$ cat src/rtl/div2_engine_if.sv
// Host-side handshake and byte-wide data-memory port of the divide engine.
// The host (master) owns Start and read data; the engine (slave) owns the rest.
interface div2_engine_if #(
    parameter int ADDR_W = 8
);
    logic              Start;
    logic              Ack;
    logic              Busy;
    logic [ADDR_W-1:0] Mem_Addr;
    logic              Mem_Re;
    logic [7:0]        Mem_Rdata;
    logic              Mem_We;
    logic [7:0]        Mem_Wdata;

    modport master (
        output Start, Mem_Rdata,
        input  Ack, Busy, Mem_Addr, Mem_Re, Mem_We, Mem_Wdata
    );

    modport slave (
        input  Start, Mem_Rdata,
        output Ack, Busy, Mem_Addr, Mem_Re, Mem_We, Mem_Wdata
    );
endinterface

$ cat src/rtl/div2_engine.sv
// Start/Ack responder: reads a 16-bit dividend and 8-bit divisor from memory,
// writes back floor(dividend*256/divisor) as 24 bits (all ones for divisor 0).
//
// state | meaning
// IDLE  | waiting for Start high-to-low
// RD0   | read strobe, dividend MSB address
// RD1   | read strobe, dividend LSB address; capture dividend MSB
// RD2   | read strobe, divisor address; capture dividend LSB
// CAP   | capture divisor, seed the divider or short-circuit divide-by-zero
// DIV   | one restoring-divide step per cycle, 24 steps
// WR0-2 | write result MSB..LSB
// DONE  | Ack high until Start is seen high
module div2_engine #(
    parameter int ADDR_W    = 8,
    parameter int OPND_BASE = 0,
    parameter int RSLT_BASE = 4
) (
    input logic          Clk,
    input logic          Reset,
    div2_engine_if.slave bus
);

    typedef enum logic [3:0] {
        S_IDLE, S_RD0, S_RD1, S_RD2, S_CAP, S_DIV, S_WR0, S_WR1, S_WR2, S_DONE
    } state_t;

    localparam logic [ADDR_W-1:0] OPND0 = ADDR_W'(OPND_BASE);
    localparam logic [ADDR_W-1:0] OPND1 = ADDR_W'(OPND_BASE + 1);
    localparam logic [ADDR_W-1:0] OPND2 = ADDR_W'(OPND_BASE + 2);
    localparam logic [ADDR_W-1:0] RSLT0 = ADDR_W'(RSLT_BASE);
    localparam logic [ADDR_W-1:0] RSLT1 = ADDR_W'(RSLT_BASE + 1);
    localparam logic [ADDR_W-1:0] RSLT2 = ADDR_W'(RSLT_BASE + 2);

    state_t            state_q;
    logic              start_q;
    logic              ack_q;
    logic              busy_q;
    logic              re_q;
    logic              we_q;
    logic [ADDR_W-1:0] addr_q;
    logic [7:0]        wdata_q;
    logic [15:0]       dvd_q;
    logic [7:0]        dvsr_q;
    logic [23:0]       num_q;
    logic [7:0]        rem_q;
    logic [23:0]       quo_q;
    logic [4:0]        cnt_q;

    logic [8:0]        rem_shift_d;
    logic              qbit_d;
    logic [8:0]        rem_d;
    logic [23:0]       quo_d;

    // The partial remainder always stays below the divisor, so 8 bits hold it
    // between steps; only the shifted value needs the ninth bit.
    always_comb begin
        rem_shift_d = {rem_q, num_q[23]};
        qbit_d      = (rem_shift_d >= {1'b0, dvsr_q});
        rem_d       = qbit_d ? (rem_shift_d - {1'b0, dvsr_q}) : rem_shift_d;
        quo_d       = {quo_q[22:0], qbit_d};
    end

    always_ff @(posedge Clk or negedge Reset) begin
        if (!Reset) begin
            state_q <= S_IDLE;
            start_q <= 1'b0;
            ack_q   <= 1'b0;
            busy_q  <= 1'b0;
            re_q    <= 1'b0;
            we_q    <= 1'b0;
            addr_q  <= '0;
            wdata_q <= '0;
            dvd_q   <= '0;
            dvsr_q  <= '0;
            num_q   <= '0;
            rem_q   <= '0;
            quo_q   <= '0;
            cnt_q   <= '0;
        end else begin
            start_q <= bus.Start;
            re_q    <= 1'b0;
            we_q    <= 1'b0;
            case (state_q)
                S_IDLE: begin
                    if (start_q && !bus.Start) begin
                        state_q <= S_RD0;
                        busy_q  <= 1'b1;
                        re_q    <= 1'b1;
                        addr_q  <= OPND0;
                    end
                end
                S_RD0: begin
                    state_q <= S_RD1;
                    re_q    <= 1'b1;
                    addr_q  <= OPND1;
                end
                S_RD1: begin
                    state_q     <= S_RD2;
                    re_q        <= 1'b1;
                    addr_q      <= OPND2;
                    dvd_q[15:8] <= bus.Mem_Rdata;
                end
                S_RD2: begin
                    state_q    <= S_CAP;
                    dvd_q[7:0] <= bus.Mem_Rdata;
                end
                S_CAP: begin
                    dvsr_q <= bus.Mem_Rdata;
                    if (bus.Mem_Rdata == 8'h00) begin
                        quo_q   <= 24'hFF_FFFF;
                        state_q <= S_WR0;
                        we_q    <= 1'b1;
                        addr_q  <= RSLT0;
                        wdata_q <= 8'hFF;
                    end else begin
                        num_q   <= {dvd_q, 8'h00};
                        rem_q   <= '0;
                        quo_q   <= '0;
                        cnt_q   <= 5'd23;
                        state_q <= S_DIV;
                    end
                end
                S_DIV: begin
                    rem_q <= rem_d[7:0];
                    quo_q <= quo_d;
                    num_q <= {num_q[22:0], 1'b0};
                    cnt_q <= cnt_q - 5'd1;
                    // Last step feeds the first write straight from the new quotient.
                    if (cnt_q == 5'd0) begin
                        state_q <= S_WR0;
                        we_q    <= 1'b1;
                        addr_q  <= RSLT0;
                        wdata_q <= quo_d[23:16];
                    end
                end
                S_WR0: begin
                    state_q <= S_WR1;
                    we_q    <= 1'b1;
                    addr_q  <= RSLT1;
                    wdata_q <= quo_q[15:8];
                end
                S_WR1: begin
                    state_q <= S_WR2;
                    we_q    <= 1'b1;
                    addr_q  <= RSLT2;
                    wdata_q <= quo_q[7:0];
                end
                S_WR2: begin
                    state_q <= S_DONE;
                    busy_q  <= 1'b0;
                    ack_q   <= 1'b1;
                end
                S_DONE: begin
                    if (bus.Start) begin
                        state_q <= S_IDLE;
                        ack_q   <= 1'b0;
                    end
                end
                default: begin
                    state_q <= S_IDLE;
                    busy_q  <= 1'b0;
                    ack_q   <= 1'b0;
                end
            endcase
        end
    end

    assign bus.Ack       = ack_q;
    assign bus.Busy      = busy_q;
    assign bus.Mem_Re    = re_q;
    assign bus.Mem_We    = we_q;
    assign bus.Mem_Addr  = addr_q;
    assign bus.Mem_Wdata = wdata_q;

endmodule

$ cat src/flat_wrapper.sv
// flat-port wrapper written by rule: the top's interface ports become plain ports
module div2_engine_flat 
#(
    parameter int ADDR_W    = 8,
    parameter int OPND_BASE = 0,
    parameter int RSLT_BASE = 4
)
  (Clk, Reset, bus_Start, bus_Mem_Rdata, bus_Ack, bus_Busy, bus_Mem_Addr, bus_Mem_Re, bus_Mem_We, bus_Mem_Wdata);
  div2_engine_if #(.ADDR_W(ADDR_W)) bus_i ();
  input logic Clk;
  input logic Reset;
  input wire logic [$bits(bus_i.Start)-1:0] bus_Start;
  input wire logic [$bits(bus_i.Mem_Rdata)-1:0] bus_Mem_Rdata;
  output wire logic [$bits(bus_i.Ack)-1:0] bus_Ack;
  output wire logic [$bits(bus_i.Busy)-1:0] bus_Busy;
  output wire logic [$bits(bus_i.Mem_Addr)-1:0] bus_Mem_Addr;
  output wire logic [$bits(bus_i.Mem_Re)-1:0] bus_Mem_Re;
  output wire logic [$bits(bus_i.Mem_We)-1:0] bus_Mem_We;
  output wire logic [$bits(bus_i.Mem_Wdata)-1:0] bus_Mem_Wdata;
  assign bus_i.Start = bus_Start;
  assign bus_i.Mem_Rdata = bus_Mem_Rdata;
  assign bus_Ack = bus_i.Ack;
  assign bus_Busy = bus_i.Busy;
  assign bus_Mem_Addr = bus_i.Mem_Addr;
  assign bus_Mem_Re = bus_i.Mem_Re;
  assign bus_Mem_We = bus_i.Mem_We;
  assign bus_Mem_Wdata = bus_i.Mem_Wdata;
  div2_engine #(.ADDR_W(ADDR_W), .OPND_BASE(OPND_BASE), .RSLT_BASE(RSLT_BASE)) u_core (.Clk(Clk), .Reset(Reset), .bus(bus_i));
endmodule
$ cat config.mk
export PLATFORM = sky130hd
export DESIGN_NAME = div2_engine_flat
export DESIGN_NICKNAME = d
export VERILOG_FILES = /design/src/rtl/div2_engine_if.sv /design/src/rtl/div2_engine.sv /design/src/flat_wrapper.sv
export SDC_FILE = /design/constraint.sdc
export NUM_CORES = 1
export LEC_CHECK = 0
export CELL_PAD_IN_SITES_DETAIL_PLACEMENT = 2
export CELL_PAD_IN_SITES_GLOBAL_PLACEMENT = 2
export CORE_MARGIN = 2
export CORE_UTILIZATION = 39
export CTS_BUF_LIST = sky130_fd_sc_hd__clkbuf_2 sky130_fd_sc_hd__clkbuf_4 sky130_fd_sc_hd__clkbuf_8
export DETAILED_ROUTE_END_ITERATION = 8
export PLACE_DENSITY_LB_ADDON = 0.1
export SLEW_MARGIN = 20
export SYNTH_ARGS = -nofsm -noshare
export SYNTH_HDL_FRONTEND = slang
export SYNTH_SLANG_ARGS = --single-unit
export TNS_END_PERCENT = 100
$ cat constraint.sdc
create_clock -name Clk -period 2.7 [get_ports Clk]
set_clock_uncertainty 0.15 [all_clocks]
set_input_delay 0.54 -clock Clk [delete_from_list [all_inputs] [get_ports Clk]]
set_output_delay 0.54 -clock Clk [all_outputs]
set_load 0.05 [all_outputs]
# After elaboration in Yosys (flattened, before gate mapping)
# Cells that the tools add are included.
classes:
  add_sub_neg: 2
  n_lt_le_gt_ge: 1
  n_eq_ne: 14
  muxes: 30
  bitwise_logic: 2
  reduce_logical: 18
ops:
  columns: ["cell", "count"]
  rows:
  - ["two-way mux 8 bit", 7]
  - ["case mux 8 bit (7 select lines)", 1]
  - ["case mux 24 bit (2 select lines)", 1]
  - ["case mux 23 bit (2 select lines)", 1]
  - ["case mux 4 bit (10 select lines)", 1]
  - ["case mux 8 bit (4 select lines)", 1]
  - ["two-way mux 24 bit", 1]
  - ["two-way mux 23 bit", 1]
  - ["equality test 4 x 3 -> 1 bit (second input constant)", 4]
  - ["case mux 8 bit (2 select lines)", 1]
  - ["OR reduction 8 bit", 2]
  - ["two-way mux 4 bit", 3]
  - ["case mux 5 bit (2 select lines)", 1]
  - [">= comparator 9 x 8 -> 1 bit", 1]
  - ["equality test 4 x 2 -> 1 bit (second input constant)", 2]
  - ["equality test 4 bit (second input constant)", 2]
  - ["zero test 8 bit", 1]
  - ["subtractor 8 bit", 1]
  - ["nonzero test 7 bit", 1]
  - ["!= test 2 x 1 -> 1 bit (second input constant)", 3]
  - ["case mux 1 bit (3 select lines)", 2]
  - ["AND reduction 2 bit", 3]
  - ["AND reduction 3 bit", 2]
  - ["zero test 5 bit", 1]
  - ["15 further kinds", 23]
word_totals:
  ff_bits: 109
  in_bits: 11
  out_inout_bits: 20
  elab_cells: 82

# Depth between registers and ports, before layout
logic_depth:
  ltp_word: 4
  depth_mapped: 8
  mapped_depth_nobuf: 8

# Least setup slack after synthesis
# OpenSTA, ideal clock, no wires.
synth_path:
  kind: "in2reg"
  from: "input port bus_Mem_Rdata[5]"
  to: "register u_core.addr_q[0] (netlist: u_core.bus.Mem_Addr[0])"
  setup_time_ns: 0.121
  arrival_ns: 1.990
  required_time_ns: 2.429
  setup_slack_ns: 0.439
  path_stages: 5
  path_buffers: 0
  cell_sequence: "or4_4 > or3_4 > a21oi_4 > nor2_2 > a22o_1"
synth_via:
  elab_chain_len: 3
synth_rtl:
  columns: ["item", "line", "source"]
  rows:
  - ["start, declared", "flat_wrapper.sv:13", "input wire logic [$bits(bus_i.Mem_Rdata)-1:0] bus_Mem_Rdata;"]
  - ["zero test 8 bit", "div2_engine.sv:109", "if (bus.Mem_Rdata == 8'h00) begin"]
  - ["!= test 2 x 1 -> 1 bit (no source line)", null, null]
  - ["AND reduction 4 bit (no source line)", null, null]
  - ["end signal, assigned", "div2_engine.sv:100", "addr_q <= OPND2;"]
  - ["end signal, assigned", "div2_engine.sv:113", "addr_q <= RSLT0;"]
  - ["end signal, assigned", "div2_engine.sv:132", "addr_q <= RSLT0;"]
  - ["end, declared", "div2_engine.sv:40", "logic [ADDR_W-1:0] addr_q;"]
# No other way between the ends.
# A chain may end at the register's enable or synchronous reset.

# Final worst setup path
layout_path:
  from: "register u_core.rem_q[1]"
  to: "register u_core.quo_q[0]"
layout_via:
  elab_chain_len: 2
layout_rtl:
  columns: ["item", "line", "source"]
  rows:
  - ["start, declared", "div2_engine.sv:45", "logic [7:0] rem_q;"]
  - ["start signal, assigned", "div2_engine.sv:124", "rem_q <= rem_d[7:0];"]
  - [">= comparator 9 x 8 -> 1 bit", "div2_engine.sv:58", "qbit_d = (rem_shift_d >= {1'b0, dvsr_q});"]
  - ["case mux 23 bit (2 select lines)", "div2_engine.sv:83", "case (state_q)"]
  - ["end signal, assigned", "div2_engine.sv:125", "quo_q <= quo_d;"]
  - ["end, declared", "div2_engine.sv:46", "logic [23:0] quo_q;"]
# No other way between the ends.

==> summary.md <==
| Metric | Value |
|---|---|
| Hold Vio Cnt, Final | `0` |
| DP HPWL | `9409 um` |
| Worst vdd ir | `0.0005685 V` |
| Total number of vias | `3,884` |
| Power Dens Cells | `1338 nW/um2` |
| Setup_tns | `0 ns` |
| Routability congestion estimate | `0.7568` |
| Remaining antenna violation count | `0` |
| Longest Clk Path Bufs | `2` |
| Ant diodes | `0` |
| Final slew viol count | `0` |
| Final core utilization | `47.10%` |
| Slowest-stage cell, CP | `dfrtp_1` |
| Critical Path End Type | `flip-flop` |
| CTS Buf Count | `9` |
| Syn Inst Count | `501` |
| Wire per inst | `19.23 um` |
| Max-Cap Viols | `0` |
| Critical path buffers and inverters | `1` |
| Initial antenna violation count | `0` |
| Final period utilization | `87.94%` |
| Hold Path Depth | `2` |
| Worst Setup Start Kind | `flip-flop` |
| FF-to-FF End | `u_core.quo_q[0]` |
| Total track usage | `22.12%` |
| Static Leak | `0.002400 uW` |
| Fmax | `421.2 MHz` |
| Worst r2r path cells | `7` |
| I/O pins | `31` |
| Status | `complete, no violations` |
| Critical path's top delay family | `compound AO/OA/AOI/OAI gates` |
| Crit Path Category | `flip-flop to flip-flop` |
| Synthesized area | `4852 um2` |
| # nets final | `560` |
| CP peak stage delay | `0.44 ns` |
| CTS root buf | `clkbuf_8` |
| Register bit total from synthesis | `96` |
| Rows | `40` |
| Die width | `115.5 um` |
| EDFF count, synth | `0` |
| Seq/Total Area, Yosys | `49.51%` |
| Die H | `115.5 um` |
| # clock sinks | `96` |
| Via density | `5.463` |
| Rel. slew slack | `57.75%` |
| Critical R2R Launch | `u_core.rem_q[1]` |
| Avg Inst Size Synth | `9.685 um2` |
| Data arrival, critical path | `2.50 ns` |
| Reg2reg setup slack | `0.33 ns` |
| Number of synthesis warnings | `0` |
| Clock Latency Late Sink | `0.39 ns` |
| First-pass GRT wire length | `22,650 um` |
| H-Tree Level Count | `3` |
| Layout fillers | `1,289` |
| Tot Pwr | `7603 uW` |
| Top cells by area, synth | `dfrtp_1, o21ai_0, a21oi_1` |
| Initial Util | `40.23%` |
| Critical Path RT | `2.83 ns` |
| Vias in the first global route | `4,310` |
| Finish-stage setup viols | `0` |
| Post-synth top area cell | `dfrtp_1` |
| Final worst path period need | `2.374 ns` |
| Synth unique cells | `58` |
| Setup Buffers After CTS | `0` |
| Post-synth top area share | `49.51%` |
| Worst-path clk slew | `0.10 ns` |
| Worst slew pin tran | `0.6338 ns` |
| Share of layout cells above drive strength 1 | `14.73%` |
| Largest net degree at the start of global routing | `65` |
| Crit path max fanout | `7` |
| DR pass1 iterations | `4` |
| Commonest register cell after synthesis | `dfrtp_1` |
| Hold/Removal Path Class | `flip-flop to flip-flop` |
| Die area | `13,350 um2` |
| Port buffer count | `25` |
| DRC viols | `0` |
| CP Cell Sequence | `ha_1 -> or2_2 -> o21ai_0 -> a21o_1 -> buf_4 -> a21oi_1 -> o22a_1` |
| Area delta synth->final | `17.07%` |
| CTS tree | `done` |
| HP Start | `u_core.num_q[21]` |
| Core area | `12,060 um2` |
| DRT Wirelength | `13,670 um` |
| Iter 0 DRT Violations | `127` |
| RSZ-0062 raised after global routing | `false` |
| Global route total overflow | `0` |
| Hold EP | `u_core.num_q[21]` |
| Post-synth ARST share | `100.0%` |
==> kinds of logic after synthesis <==
family	share of synthesized area, %
buffers and inverters	5.028
flip-flops	49.51
AND/OR/NAND/NOR	14.31
multiplexers	8.690
other	0.07729
adder cells (fa/ha/maj)	2.991
XOR/XNOR	1.264
AO/OA/AOI/OAI	18.13
==> routing by layer <==
| layer | share of wire [%] | vias to the layer above | routed length, um | GRT usage [%] |
|---|---|---|---|---|
| met5 | 0 | - | 0 | 0 |
| met1 | 45 | 2000 | 6086 | 27.61 |
| met3 | 2.0 | 17 | 279 | 3.923 |
| li1 | - | 1829 | - | - |
| met2 | 52 | 38 | 7099 | 39.30 |
| met4 | 1.5 | 0 | 208 | 6.265 |
==> cell type report <==
cell class | count | area [um2] | share of cell area (%)
flip-flops and latches | 96 | 2402 | 42.29
multi-input cells | 356 | 2230 | 39.25
repair buffers | 60 | 538.0 | 9.471
well taps | 168 | 210.2 | 3.700
clock buffers | 11 | 138.9 | 2.445
clock inverters | 5 | 105.1 | 1.850
inverters | 15 | 56.30 | 0.9912
==> worst min-delay path, cell delays in order, from the launching register on <==
cell and delay, ns:
dfrtp_1 0.36, nand2_1 0.05, o21ai_1 0.06
==> what timing repair did <==
item / CTS / global route
gates resized for setup: 0 / 0
hold buffers: 1 / 0
hold endpoints to repair: 32 / 0
==> through the flow <==
stage | worst slack [ns] | instance area [um2] | hold WS [ns] | cells
floorplan | 0.4395 | 4867 | 0.09441 | 505
global placement | -0.02453 | 5426 | 0.3140 | 694
detailed placement | -0.06213 | 5426 | 0.3332 | 694
CTS | 0.3097 | 5680 | 0.3588 | 711
global route | 0.1537 | 5680 | 0.3789 | 711
finish | 0.3257 | 5680 | 0.3572 | 711
==> sequential cells by signal, summed over array words and instances (netlist names) <==
name,cells
u_core.quo_q,23
u_core.bus.Mem_Re,1
u_core.bus.Busy,1
u_core.bus.Mem_We,1
u_core.bus.Mem_Wdata,8
u_core.bus.Ack,1
u_core.dvsr_q,8
u_core.dvd_q,16
u_core.rem_q,8
u_core.cnt_q,5
u_core.state_q,4
u_core.start_q,1
u_core.num_q,16
u_core.bus.Mem_Addr,3
==> placed cells by master, fill, tap and decap left out, types with 3 or more instances in the layout <==
master | Yosys | final
a211o_1 | 3 | 3
a21oi_1 | 51 | 51
a22o_1 | 3 | 3
a22oi_1 | 3 | 3
a311o_1 | 3 | 3
a32o_1 | 4 | 4
and2_1 | 3 | 3
buf_4 | 6 | 33
bufinv_16 | 0 | 3
clkbuf_8 | 0 | 9
clkdlybuf4s50_1 | 0 | 24
conb_1 | 1 | 5
dfrtp_1 | 96 | 96
ha_1 | 10 | 10
inv_1 | 15 | 15
mux2_2 | 17 | 17
mux2i_1 | 23 | 23
nand2_1 | 56 | 56
nand2b_1 | 5 | 5
nand3_1 | 5 | 5
nand4_1 | 5 | 5
nor2_1 | 40 | 40
nor2b_1 | 5 | 5
nor3_1 | 5 | 5
nor4_1 | 4 | 4
o21a_1 | 3 | 3
o21ai_0 | 55 | 55
or2_2 | 3 | 3
xnor2_1 | 4 | 4
xor2_1 | 3 | 3
==> cells in the mapped netlist, drive strengths merged (3+ instances only) <==
cell type and number:
inv 15, buf 14, nor2 42, or4 3, nor4 4, nand4 5, dfrtp 96, and2 3
nand2 56, o31ai 3, a21oi 52, xnor2 4, a22o 3, mux2 17, nand3 5, a22oi 3
o21ai 56, o21a 3, nor3 7, nand2b 5, ha 10, a311o 3, clkbuf 24, or2 3
mux2i 23, xor2 3, a211o 3, nor2b 5, a32o 4, nor3b 3
==> how the worst max path moves through the flow <==
stage,from,to,depth (start not counted)
6_report,u_core.rem_q[1],u_core.quo_q[0],7
5_1_grt,u_core.rem_q[1],u_core.quo_q[0],7
4_1_cts,u_core.num_q[23],u_core.rem_q[6],8
3_5_place_dp,bus_Mem_Rdata[5],u_core.bus.Mem_Wdata[1],7
3_3_place_gp,bus_Mem_Rdata[5],u_core.bus.Mem_Addr[0],6
2_1_floorplan,bus_Mem_Rdata[5],u_core.bus.Mem_Addr[0],5
==> where the power goes <==
part | total (uW) | switching (uW) | leakage (uW) | internal [uW]
clock network | 1170 | 530 | 0.000117 | 636
registers | 2570 | 481 | 0.00119 | 2090
logic | 3870 | 2380 | 0.00109 | 1490
No activity file was read; power rests on OpenSTA's default activity.
